`config.mk`:
```
export PLATFORM = sky130hd
export DESIGN_NAME = fma_quire_bank
export DESIGN_NICKNAME = d
export VERILOG_FILES = /design/src/rtl/ppu_pkg.sv /design/src/rtl/fma_quire_bank_fixed_sat_add.sv /design/src/rtl/fma_quire_bank.sv
export SDC_FILE = /design/constraint.sdc
export NUM_CORES = 1
export LEC_CHECK = 0
export ABC_AREA = 1
export CAP_MARGIN = 10
export CORE_MARGIN = 2
export CORE_UTILIZATION = 30
export DETAILED_ROUTE_END_ITERATION = 10
export GPL_ROUTABILITY_DRIVEN = 0
export PLACE_DENSITY = 0.43
export SLEW_MARGIN = 25
export SYNTH_ARGS = -nofsm -noshare
export SYNTH_HDL_FRONTEND = slang
export SYNTH_SLANG_ARGS = --single-unit
```
`constraint.sdc`:
```
create_clock -name clk_i -period 7.4 [get_ports clk_i]
set_clock_uncertainty 0.05 [all_clocks]
set_input_delay 0.74 -clock clk_i [delete_from_list [all_inputs] [get_ports clk_i]]
set_output_delay 0.74 -clock clk_i [all_outputs]
set_load 0.05 [all_outputs]
```
`src/rtl/ppu_pkg.sv`:
```
// rtl/ppu_pkg.sv - shared fixed-point types and constants for the PPU datapath
package ppu_pkg;

    // Default fixed-point format: FX_M integer bits inside an FX_B-bit word
    localparam int PPU_FX_M = 16;
    localparam int PPU_FX_B = 64;

    // Most positive / most negative values of the default format
    localparam logic [PPU_FX_B-1:0] FX_MAX = {1'b0, {(PPU_FX_B-1){1'b1}}};
    localparam logic [PPU_FX_B-1:0] FX_MIN = {1'b1, {(PPU_FX_B-1){1'b0}}};

    // Quire commands, one per accepted handshake
    typedef enum logic [1:0] {
        QCMD_NOP   = 2'd0,
        QCMD_INIT  = 2'd1,
        QCMD_ACC   = 2'd2,
        QCMD_DRAIN = 2'd3
    } quire_cmd_e;

    // Integer bits must leave room for the sign inside the word
    function automatic bit fx_cfg_ok(input int m, input int b);
        return (m >= 1) && (m < b);
    endfunction

endpackage

```
`src/rtl/fma_quire_bank_fixed_sat_add.sv`:
```
// rtl/fma_quire_bank_fixed_sat_add.sv - two's complement adder with optional saturation
module fixed_sat_add #(
    parameter int FX_B     = 64,
    parameter int SATURATE = 1
) (
    input  logic [FX_B-1:0] a_i,
    input  logic [FX_B-1:0] b_i,
    output logic [FX_B-1:0] sum_o,
    output logic            ovf_o
);

    logic [FX_B-1:0] w_sum;
    logic [FX_B-1:0] w_max;
    logic [FX_B-1:0] w_min;

    assign w_max = {1'b0, {(FX_B-1){1'b1}}};
    assign w_min = {1'b1, {(FX_B-1){1'b0}}};

    // Overflow when both operands share a sign the raw sum does not have
    always_comb begin
        w_sum = a_i + b_i;
        ovf_o = (a_i[FX_B-1] == b_i[FX_B-1]) && (w_sum[FX_B-1] != a_i[FX_B-1]);
        sum_o = w_sum;
        if ((SATURATE != 0) && ovf_o) begin
            sum_o = a_i[FX_B-1] ? w_min : w_max;
        end
    end

endmodule

```
`src/rtl/fma_quire_bank.sv`:
```
// rtl/fma_quire_bank.sv - multi-channel fixed-point quire accumulator bank
module fma_quire_bank
    import ppu_pkg::*;
#(
    parameter int FX_M     = PPU_FX_M,
    parameter int FX_B     = PPU_FX_B,
    parameter int N_CH     = 4,
    parameter int CNT_W    = 8,
    parameter int SATURATE = 1,
    localparam int CH_W    = (N_CH > 1) ? $clog2(N_CH) : 1
) (
    input  logic             clk_i,
    input  logic             rst_i,
    input  logic             in_valid_i,
    output logic             in_ready_o,
    input  quire_cmd_e       cmd_i,
    input  logic [CH_W-1:0]  ch_i,
    input  logic [FX_B-1:0]  operand_i,
    output logic             out_valid_o,
    input  logic             out_ready_i,
    output logic [FX_B-1:0]  out_fixed_o,
    output logic [CH_W-1:0]  out_ch_o,
    output logic [CNT_W-1:0] out_cnt_o,
    output logic             out_ovf_o,
    output logic             err_o
);

    if (!fx_cfg_ok(FX_M, FX_B) || (N_CH < 1)) begin : g_bad_cfg
        $error("fma_quire_bank: illegal FX_M/FX_B/N_CH combination");
    end

    // Per-channel quire state
    logic [FX_B-1:0]  r_acc [N_CH];
    logic [CNT_W-1:0] r_cnt [N_CH];
    logic             r_ovf [N_CH];

    // Drained-result register
    logic             r_out_valid;
    logic [FX_B-1:0]  r_out_fixed;
    logic [CH_W-1:0]  r_out_ch;
    logic [CNT_W-1:0] r_out_cnt;
    logic             r_out_ovf;
    logic             r_err;

    logic             w_accept;
    logic             w_ch_ok;
    logic             w_do;
    logic [CH_W-1:0]  w_ch_idx;
    logic [FX_B-1:0]  w_acc_cur;
    logic [CNT_W-1:0] w_cnt_cur;
    logic [CNT_W-1:0] w_cnt_next;
    logic             w_ovf_cur;
    logic [FX_B-1:0]  w_sum;
    logic             w_add_ovf;

    // All commands share one gate so the output register is never overrun
    assign in_ready_o = !r_out_valid || out_ready_i;
    assign w_accept   = in_valid_i && in_ready_o;

    // Out-of-range channels are swallowed; index 0 keeps the array read in bounds
    always_comb begin
        w_ch_ok    = (int'(ch_i) < N_CH);
        w_do       = w_accept && w_ch_ok;
        w_ch_idx   = w_ch_ok ? ch_i : '0;
        w_acc_cur  = r_acc[w_ch_idx];
        w_cnt_cur  = r_cnt[w_ch_idx];
        w_ovf_cur  = r_ovf[w_ch_idx];
        w_cnt_next = (&w_cnt_cur) ? w_cnt_cur : w_cnt_cur + CNT_W'(1);
    end

    // One adder serves ACC and DRAIN since only one command lands per cycle
    fixed_sat_add #(
        .FX_B     (FX_B),
        .SATURATE (SATURATE)
    ) u_add (
        .a_i   (w_acc_cur),
        .b_i   (operand_i),
        .sum_o (w_sum),
        .ovf_o (w_add_ovf)
    );

    // Channel state update; a DRAIN clears the channel on the same edge it is read
    always_ff @(posedge clk_i) begin
        if (!rst_i) begin
            for (int i = 0; i < N_CH; i++) begin
                r_acc[i] <= '0;
                r_cnt[i] <= '0;
                r_ovf[i] <= 1'b0;
            end
        end else if (w_do) begin
            case (cmd_i)
                QCMD_INIT: begin
                    r_acc[w_ch_idx] <= operand_i;
                    r_cnt[w_ch_idx] <= CNT_W'(1);
                    r_ovf[w_ch_idx] <= 1'b0;
                end
                QCMD_ACC: begin
                    r_acc[w_ch_idx] <= w_sum;
                    r_cnt[w_ch_idx] <= w_cnt_next;
                    r_ovf[w_ch_idx] <= w_ovf_cur || w_add_ovf;
                end
                QCMD_DRAIN: begin
                    r_acc[w_ch_idx] <= '0;
                    r_cnt[w_ch_idx] <= '0;
                    r_ovf[w_ch_idx] <= 1'b0;
                end
                default: ;
            endcase
        end
    end

    // Output register: reload on DRAIN, else drop valid once consumed
    always_ff @(posedge clk_i) begin
        if (!rst_i) begin
            r_out_valid <= 1'b0;
            r_out_fixed <= '0;
            r_out_ch    <= '0;
            r_out_cnt   <= '0;
            r_out_ovf   <= 1'b0;
        end else if (w_do && (cmd_i == QCMD_DRAIN)) begin
            r_out_valid <= 1'b1;
            r_out_fixed <= w_sum;
            r_out_ch    <= w_ch_idx;
            r_out_cnt   <= w_cnt_next;
            r_out_ovf   <= w_ovf_cur || w_add_ovf;
        end else if (out_ready_i) begin
            r_out_valid <= 1'b0;
        end
    end

    // Single-cycle error pulse for a consumed command aimed at a missing channel
    always_ff @(posedge clk_i) begin
        if (!rst_i) begin
            r_err <= 1'b0;
        end else begin
            r_err <= w_accept && !w_ch_ok;
        end
    end

    assign out_valid_o = r_out_valid;
    assign out_fixed_o = r_out_fixed;
    assign out_ch_o    = r_out_ch;
    assign out_cnt_o   = r_out_cnt;
    assign out_ovf_o   = r_out_ovf;
    assign err_o       = r_err;

endmodule

```
=== Word-level counts from Yosys, hierarchy flattened ===
Memories as Yosys holds them, arrays and structs flattened.
Index checks and enable logic that the tools add are counted.

* Bits in registers: 76
* Bits in writable memories: 292
* Output and inout port bits: 78
* Memories: 3

{| class="wikitable"
|+ Memory list
! memory !! depth !! width !! rd ports !! clocked after Yosys merged registers in !! wr ports !! line !! RTL
|-
| r_acc || 4 || 64 || 1 || 0 || 4 || fma_quire_bank.sv:33 || <nowiki>logic [FX_B-1:0] r_acc [N_CH];</nowiki>
|-
| r_cnt || 4 || 8 || 1 || 0 || 4 || fma_quire_bank.sv:34 || <nowiki>logic [CNT_W-1:0] r_cnt [N_CH];</nowiki>
|-
| r_ovf || 4 || 1 || 1 || 0 || 4 || fma_quire_bank.sv:35 || <nowiki>logic r_ovf [N_CH];</nowiki>
|}

* Add/subtract/negate cells: 2
* Equal/unequal tests: 5
* Mux-type cells: 33
* Bitwise logic cells: 6
* Reductions and logical operators: 11

{| class="wikitable"
|+ Operators by type and width
! kind !! number
|-
| 2-to-1 mux 64 bit || 5
|-
| adder 64 bit || 1
|-
| OR reduction 64 bit || 1
|-
| 2-to-1 mux 8 bit || 4
|-
| 2-to-1 mux 1 bit || 21
|-
| adder 8 x 1 -> 8 bit, second input constant || 1
|-
| AND reduction 8 bit || 1
|-
| OR reduction 8 bit || 1
|-
| 2-to-1 mux 2 bit || 3
|-
| bitwise OR 1 bit || 6
|-
| equality test 2 bit, second input constant || 2
|-
| logical AND 1 bit || 3
|-
| equality test 2 x 1 -> 1 bit, second input constant || 1
|-
| logical OR 1 bit || 2
|-
| nonzero test 2 bit || 1
|-
| equality test 1 bit || 1
|-
| zero test 1 bit || 1
|-
| != test 1 bit || 1
|-
| OR reduction 1 bit || 1
|}

=== Depth between registers and ports, before layout ===
Gate-level depths: netlist of run 1.

* Depth after elaboration: 10
* Gate-level depth with buffers: 29

=== Modules after synthesis ===
Synthesis of run 1 repeated with hierarchy kept, for this count alone.

* Cell total of the unflattened synthesis: 3,178
* Area total of the unflattened synthesis: 23,052.1 um^2

{| class="wikitable"
|+ Modules (own cells, without submodules)
! module !! times used !! cells each !! area each (um^2) !! seq. area each (um^2)
|-
| fma_quire_bank || 1 || 1,777 || 16,348.2 || 10,259.8
|-
| fixed_sat_add || 1 || 1,401 || 6,703.9 || 0.0
|}

=== Worst setup path after synthesis of run 1 ===
No wires, ideal clock.

* Kind: input -> register
* From: input ch_i[0]
* To: memory r_acc[3][16], data pin
* Arrival: 4.620 ns
* Required time: 7.084 ns
* Slack: 2.464 ns
* Cell stages on the path: 26
* Buffers on the path: 5
* Cell sequence: inv_2 -> buf_2 -> clkbuf_1 -> clkbuf_1 -> clkbuf_1 -> nor2_1 -> o22ai_1 -> ha_1 -> nand2_1 -> inv_1 -> nand2_1 -> nand2_1 -> a21oi_1 -> nand2_1 -> a21oi_1 -> nand2_1 -> nand2_1 -> o311ai_0 -> fa_1 -> nor3_2 -> buf_2 -> a21oi_1 -> o21ai_0 -> nand2_1 -> o21ai_0 -> inv_1

{| class="wikitable"
|+ RTL lines
! element !! line !! RTL
|-
| start, declared || fma_quire_bank.sv:17 || <nowiki>input logic [CH_W-1:0] ch_i,</nowiki>
|-
| end, declared || fma_quire_bank.sv:33 ||
|}

==> results of run 1 <==
per-layer routing:
layer,vias up,part of all wire
li1,9901,-
met1,9639,0.46
met2,568,0.47
met3,113,0.050
met4,0,0.023
met5,-,0
worst register-to-register path: stages, from the launching register on:
cell and delay, ns:
edfxtp_1 0.36, o21ai_0 0.17, o22ai_1 0.15, ha_1 0.45, nand2_1 0.16, nor2_1 0.25, nand2_1 0.17, nor2_1 0.15
and3_1 0.16, nand2_1 0.07, nand2_1 0.10, nand2_1 0.05, o311ai_0 0.11, fa_1 0.58, nor3_4 0.28, clkinv_1 0.22
buf_4 0.32, nand3_1 0.31, nand3_1 0.12, nand2_1 0.18, nor2_1 0.06
layout make-up:
| type | instances | area (um^2) | share of cell area |
|---|---|---|---|
| sequential | 368 | 10300 | 0.392 |
| clock inverter | 21 | 253 | 0.00965 |
| timing repair buffer | 178 | 1770 | 0.0678 |
| tap | 959 | 1200 | 0.0458 |
| inverter | 469 | 1770 | 0.0676 |
| clock buffer | 64 | 1250 | 0.0477 |
| multi-input combinational | 2059 | 9680 | 0.370 |
synth_stat cells, drive strengths merged (6+ instances only):
cell type	count
inv	468
buf	56
o21ai	226
xnor2	12
a21oi	70
nand2	708
nand3	186
dfxtp	79
nand3b	6
nor3	18
o22ai	67
o21bai	28
clkbuf	79
o211ai	13
nand4	14
o21a	31
nor2	600
ha	64
edfxtp	289
worst paths after layout:
| path | startpoint | end |
|---|---|---|
| worst min-delay path | r_ovf[0]$_DFF_P_ | r_ovf[0]$_DFF_P_ |
| worst min register to register | r_ovf[0]$_DFF_P_ | r_ovf[0]$_DFF_P_ |
| worst max-delay path | ch_i[0] | r_acc[2][32]$_SDFFCE_PN0P_ |
| worst max register to register | r_acc[1][33]$_SDFFCE_PN0P_ | r_acc[2][32]$_SDFFCE_PN0P_ |
power by group through the flow:
stage / clock (W) / sequential [W] / combinational (W)
final: 0.00226 / 0.00241 / 0.00146
after global routing: 0.00239 / 0.00242 / 0.00161
after CTS: 0.00233 / 0.00241 / 0.00146
after detailed placement: 0 / 0.00245 / 0.00146
after global placement: 0 / 0.00245 / 0.00146
after floorplan: 0 / 0.00252 / 0.000830
metrics by stage:
step / cell area [um^2] / setup slack [ns] / util / power [W] / hold slack, ns
floorplan: 22200 / 2.46 / - / 0.00335 / 0.400
global placement: 24600 / 1.17 / 0.336 / 0.00391 / 0.417
detailed placement: 24600 / 1.07 / 0.336 / 0.00391 / 0.420
CTS: 26100 / 1.74 / 0.357 / 0.00620 / 0.431
global route: 26200 / 1.33 / 0.358 / 0.00641 / 0.458
finish: 26200 / 1.78 / 0.358 / 0.00613 / 0.432
cells by family (layout without fill, tap and decap cells):
family | count (synthesis) | in the layout | synth area share
AO/OA/AOI/OAI | 440 | 440 | 0.112
flip-flops | 368 | 368 | 0.461
adder cells (fa/ha/maj) | 66 | 66 | 0.0378
buffers and inverters | 604 | 732 | 0.106
other | 1 | 1 | 0.000169
AND/OR/NAND/NOR | 1537 | 1537 | 0.276
XOR/XNOR | 15 | 15 | 0.00591
sequential cells by signal, summed over array words and instances, names as in the netlist:
name	count
r_acc	256
out_fixed_o	64
r_cnt	32
out_cnt_o	8
r_ovf	4
out_ch_o	2
out_ovf_o	1
out_valid_o	1
==> summary.txt, run 1 <==
Setup path
  • CP Class: primary input to register
  • FF-to-FF path depth: 20
  • CP Capture Type: register
  • WP data arrival: 5.87 ns
  • WP depth: 24
  • Critical Path Source Type: primary input
  • Critical path, cell by cell: buf_4 > inv_4 > buf_4 > o21ai_0 > o22ai_1 > ha_1 > nand2_1 > inv_1 > nand2_1 > nand2_1 > a21oi_1 > nand2_1 > a21oi_1 > nand2_1 > nand2_1 > o311ai_0 > fa_1 > nor3_4 > clkinv_1 > buf_4 > nand3_1 > nand3_1 > nand2_1 > nor2_1
  • Reg2Reg Setup Slack: between 2 and 3 ns
  • CP top delay family: buffers and inverters
  • Critical path's slowest cell: fa_1
  • Worst-path fanout max: 47
  • Max incr delay on CP: 0.56 ns
  • CP dominant cell by count: nand2_1
  • Crit path buf inv count: 6
  • Worst path required time: 7.65 ns

CTS
  • Resize count post-CTS: 0
  • Root Buffer: clkbuf_16
  • Number of buffers created by CTS: 46
  • CTS tree: yes
  • Post-CTS Hold Buffers: 0
  • Clk slew on worst S/H paths: roughly 0.060 ns
  • Clk buf depth: 3
  • Worst-skew pair later-pin latency: approximately 0.6 ns
  • H-tree Lvls: 2
  • Sink Count: ~370
  • Post-CTS Setup Inserts: 0

Timing
  • Crit path time final: about 5.6 ns
  • Max-slew violation count: 0
  • Finish-stage setup viols: 0
  • Highest clock rate: approximately 180 MHz
  • RSZ-0062 raised after global routing: false
  • Slew @ Worst Pin: ~1.1 ns
  • Setup TNS: 0 ns
  • Crit share post-route: 0.760
  • Worst slew margin: 0.273
  • Fin. Hold Viols: 0

Pwr
  • Share of power burned in registers: 0.393
  • Sw Ratio: 0.330
  • Power per cell area: between 200 and 250 nW/um^2
  • Int Pwr: roughly 0.004 W
  • Worst-case vdd ir drop: approximately 0.16 mV
  • Clock power frac: 0.369
  • Comb pwr share: 0.238
  • Leakage: about 12 nW
  • Switch Pwr: 0.00202 W

Global route
  • Total gr overflow: 0
  • Vias in the first global route: roughly 20000
  • Global-route met3 utilization: 0.0281
  • Initial antenna violation count: 0
  • Met1 GRT Util: 0.287
  • Global router's overall resource usage: 0.212
  • Largest net degree at the start of global routing: 75
  • Met2 GRT Util: 0.356
  • First-pass GRT wire length: around 120000 um
  • GRT busiest layer: met2

Yosys
  • Syn avg cell area: about 7.3 um^2
  • Synthesized area: around 22000 um^2
  • Syn Nets: 3169
  • EDFF count, synth: between 200 and 300
  • Top_reg_cell synth: edfxtp_1
  • Gate Count Post-Synth: roughly 3000
  • Ys async rst share: 0
  • Area leader, netlist: edfxtp_1
  • Total of warnings raised by yosys: 0
  • Yosys cell types: between 40 and 50
  • Register area share after synthesis: 0.461
  • Main area contributors after synthesis: edfxtp_1 (39%), nand2_1 (12%), nor2_1 (10%)
  • Post-synth top area share: 0.390
  • Flops & latches, synth: between 300 and 400

Floorplanning
  • Top-level I/O count: 150
  • Chip width: about 280 um
  • Core area: around 73000 um^2
  • Initial Util: 0.304
  • Chip height: roughly 280 um
  • Area of the die: ~76000 um^2
  • Site Rows: 99

Final layout
  • Most frequent cells in the layout: nand2_1 (701), nor2_1 (597), inv_1 (461)
  • Layout Cells excl Fill: a little over 4000
  • Fillers: 7766
  • Commonest non-fill, non-tap cell in the layout: nand2_1
  • Area grow syn2layout: 17.7%
  • Antenna cells: 0
  • Share of cells above drive strength 1: 0.0396
  • Final nets: ~3300

Route
  • Drt drc: 0
  • DR WL/cell: about 20 um
  • Initial DRC Count: 1699
  • Final antenna-violating net count: 0
  • DRT Pass-1 Iters: 6
  • DR vias/cell: 4.91
  • Routed vias: 20200
  • DRT Wirelength: ~82000 um

Job
  • Max_cap viols: 0

Outcome
  • Outcome: completed

Placement
  • Port-buffer cells: around 150
  • Final HPWL DP: between 50000 and 60000 um
  • Placed cell count: 4031

Worst hold path
  • Min-delay worst type: register to register
  • Cells on Worst Hold Path: 2
(Power assumes the default switching activity.)
==> run 2: changes to the inputs <==
clock period = 5.46 ns   (was 7.4 ns; I/O delays follow)
==> run 2 against run 1 <==
  * Worst setup slack got worse by 1.2 ns
  * Worst hold slack improved by 0.0048 ns
  * Final area up 1.4%
  * Count of clock-buffer cells in the layout grew 5
  * Final cell count up 0.66%
  * Global-route usage increased by 0.26 points
  * Critical endpoint is now r_acc[2][40]$_SDFFCE_PN0P_
==> summary.txt, run 2 (synthesis gave the netlist of run 1 again) <==
Outcome
  • Outcome: completed

Job
  • Max_cap viols: 0

Timing
  • Slew @ Worst Pin: just over 0.9 ns
  • Crit share post-route: 0.893
  • Fin. Hold Viols: 0
  • Crit path time final: roughly 5 ns
  • Highest clock rate: 205 MHz
  • Setup TNS: 0 ns
  • Max-slew violation count: 0
  • Final WS setup: about 0.58 ns
  • Finish-stage setup viols: 0
  • Worst slew margin: 0.383
  • RSZ-0062 raised after global routing: false

Global route
  • Global router's overall resource usage: 0.214
  • GRT busiest layer: met2
  • Vias in the first global route: between 15000 and 20000
  • Global-route met3 utilization: 0.0221
  • First-pass GRT wire length: 124000 um
  • Initial antenna violation count: 0
  • Total gr overflow: 0
  • Largest net degree at the start of global routing: 84
  • Met2 GRT Util: 0.354
  • Met1 GRT Util: 0.297

Setup path
  • Worst path required time: between 5 and 6 ns
  • WP depth: 23
  • Max incr delay on CP: between 0.5 and 0.6 ns
  • WP data arrival: between 5 and 6 ns
  • Crit path buf inv count: 6
  • CP top delay family: simple AND/OR/NAND/NOR gates
  • CP Class: primary input to register
  • Critical Path Source Type: primary input
  • Critical path, cell by cell: buf_4 > inv_4 > buf_12 > buf_4 > nor2_1 > o22ai_1 > ha_1 > a21oi_1 > o21ai_0 > nor2_1 > nand2_1 > a21oi_1 > nand2_1 > nand2_1 > o311ai_0 > fa_1 > nor3_4 > clkinv_1 > buf_12 > nand3_1 > nand3_1 > nand2_1 > nor2_1
  • CP Capture Type: register
  • Critical path's slowest cell: fa_1
  • CP dominant cell by count: nand2_1
  • Worst-path fanout max: 35
  • FF-to-FF path depth: 20
  • Reg2Reg Setup Slack: roughly 0.72 ns

Route
  • Final antenna-violating net count: 0
  • DR WL/cell: 20.2 um
  • Drt drc: 0
  • Routed vias: 20100
  • DRT Pass-1 Iters: 5
  • DRT Wirelength: 83700 um
  • DR vias/cell: between 4 and 5
  • Initial DRC Count: between 1500 and 2000

CTS
  • Clk buf depth: 3
  • Clk slew on worst S/H paths: about 0.07 ns
  • Number of buffers created by CTS: 45
  • H-tree Lvls: 2
  • Post-CTS Setup Inserts: 0
  • Worst-skew pair later-pin latency: 0.61 ns
  • Post-CTS Hold Buffers: 0
  • Root Buffer: clkbuf_16
  • Resize count post-CTS: 0
  • CTS tree: yes
  • Sink Count: 368

Final layout
  • Final nets: between 3000 and 4000
  • Final Util: 0.363
  • Post-route cell area: about 27000 um^2
  • Area grow syn2layout: 19.3%
  • Share of cells above drive strength 1: 0.0487
  • Commonest non-fill, non-tap cell in the layout: nand2_1
  • Biggest register: r_acc
  • Antenna cells: 0
  • Fillers: between 7000 and 8000
  • Largest register FFs: 256
  • Most frequent cells in the layout: nand2_1 (701), nor2_1 (597), inv_1 (461)

Floorplanning
  • Top-level I/O count: 150
  • Core area: about 73000 um^2
  • Chip height: roughly 280 um
  • Area of the die: ~76000 um^2
  • Site Rows: around 100
  • Chip width: about 280 um
  • Initial Util: 0.304

Placement
  • Port-buffer cells: 148
  • Pre-CTS WS: -0.0359 ns
  • Final HPWL DP: a little under 60000 um
  • Post-Place Cell Area: about 25000 um^2

Pwr
  • Design Power: 0.00833 W
  • Worst-case vdd ir drop: between 0.15 and 0.2 mV
  • Leakage: 12.1 nW
  • Power per cell area: roughly 310 nW/um^2

Worst hold path
  • Cells on Worst Hold Path: 2
  • Min-delay worst type: register to register
## run 2: changes by cell type in the layout (fill, tap and decap cells not counted), sizes merged
cell and change:
buf +29, bufinv -2, inv -2, clkinvlp +1, clkbuf +5, clkinv -4
## run 2: worst register-to-register path: stages (launching register included)
cell and delay [ns]:
edfxtp_1 0.36, o21ai_0 0.18, o22ai_1 0.13, ha_1 0.39, nand2_1 0.13, nor2_1 0.33, nand2_1 0.27, nor2_1 0.19
and3_1 0.20, nand2_1 0.07, nand2_1 0.08, nand2_1 0.05, o311ai_0 0.11, fa_1 0.57, nor3_4 0.25, clkinv_1 0.14
buf_12 0.21, nand3_1 0.27, nand3_1 0.22, nand2_1 0.21, nor2_1 0.06
## run 2: report_power, final
group	leakage [nW]	internal (W)	switching, W
Clock	0.722	0.00176	0.00127
Combinational	7.86	0.000602	0.00144
Sequential	3.51	0.00320	0.0000547
Total	12.1	0.00556	0.00277
## run 2: layer usage
metal | vias to the layer above | routed length, um
met2 | 519 | 38700
met4 | 0 | 2250
met3 | 103 | 3940
met1 | 9570 | 38800
li1 | 9944 | -
met5 | - | 0
## run 2: through the flow
stage / hold WS [ns] / instances
after detailed placement: 0.425 / 4061
final: 0.436 / 4145
after CTS: 0.433 / 4144
after global placement: 0.416 / 4061
after global routing: 0.456 / 4145
after floorplan: 0.400 / 3031
## run 2: worst paths after layout
| kind | from | to |
|---|---|---|
| setup / recovery | ch_i[0] | r_acc[2][40]$_SDFFCE_PN0P_ |
| hold / removal | r_ovf[2]$_DFF_P_ | r_ovf[2]$_DFF_P_ |
| setup reg to reg | r_acc[1][29]$_SDFFCE_PN0P_ | r_acc[2][40]$_SDFFCE_PN0P_ |
| hold reg to reg | r_ovf[2]$_DFF_P_ | r_ovf[2]$_DFF_P_ |
## run 2: layout make-up
class | count | area, um^2 | area share
Sequential cell | 368 | 10300 | 0.387
Multi-Input combinational cell | 2059 | 9680 | 0.365
Timing Repair Buffer | 207 | 2150 | 0.0810
Inverter | 469 | 1770 | 0.0666
Clock buffer | 69 | 1310 | 0.0492
Tap cell | 959 | 1200 | 0.0452
Clock inverter | 14 | 180 | 0.00679
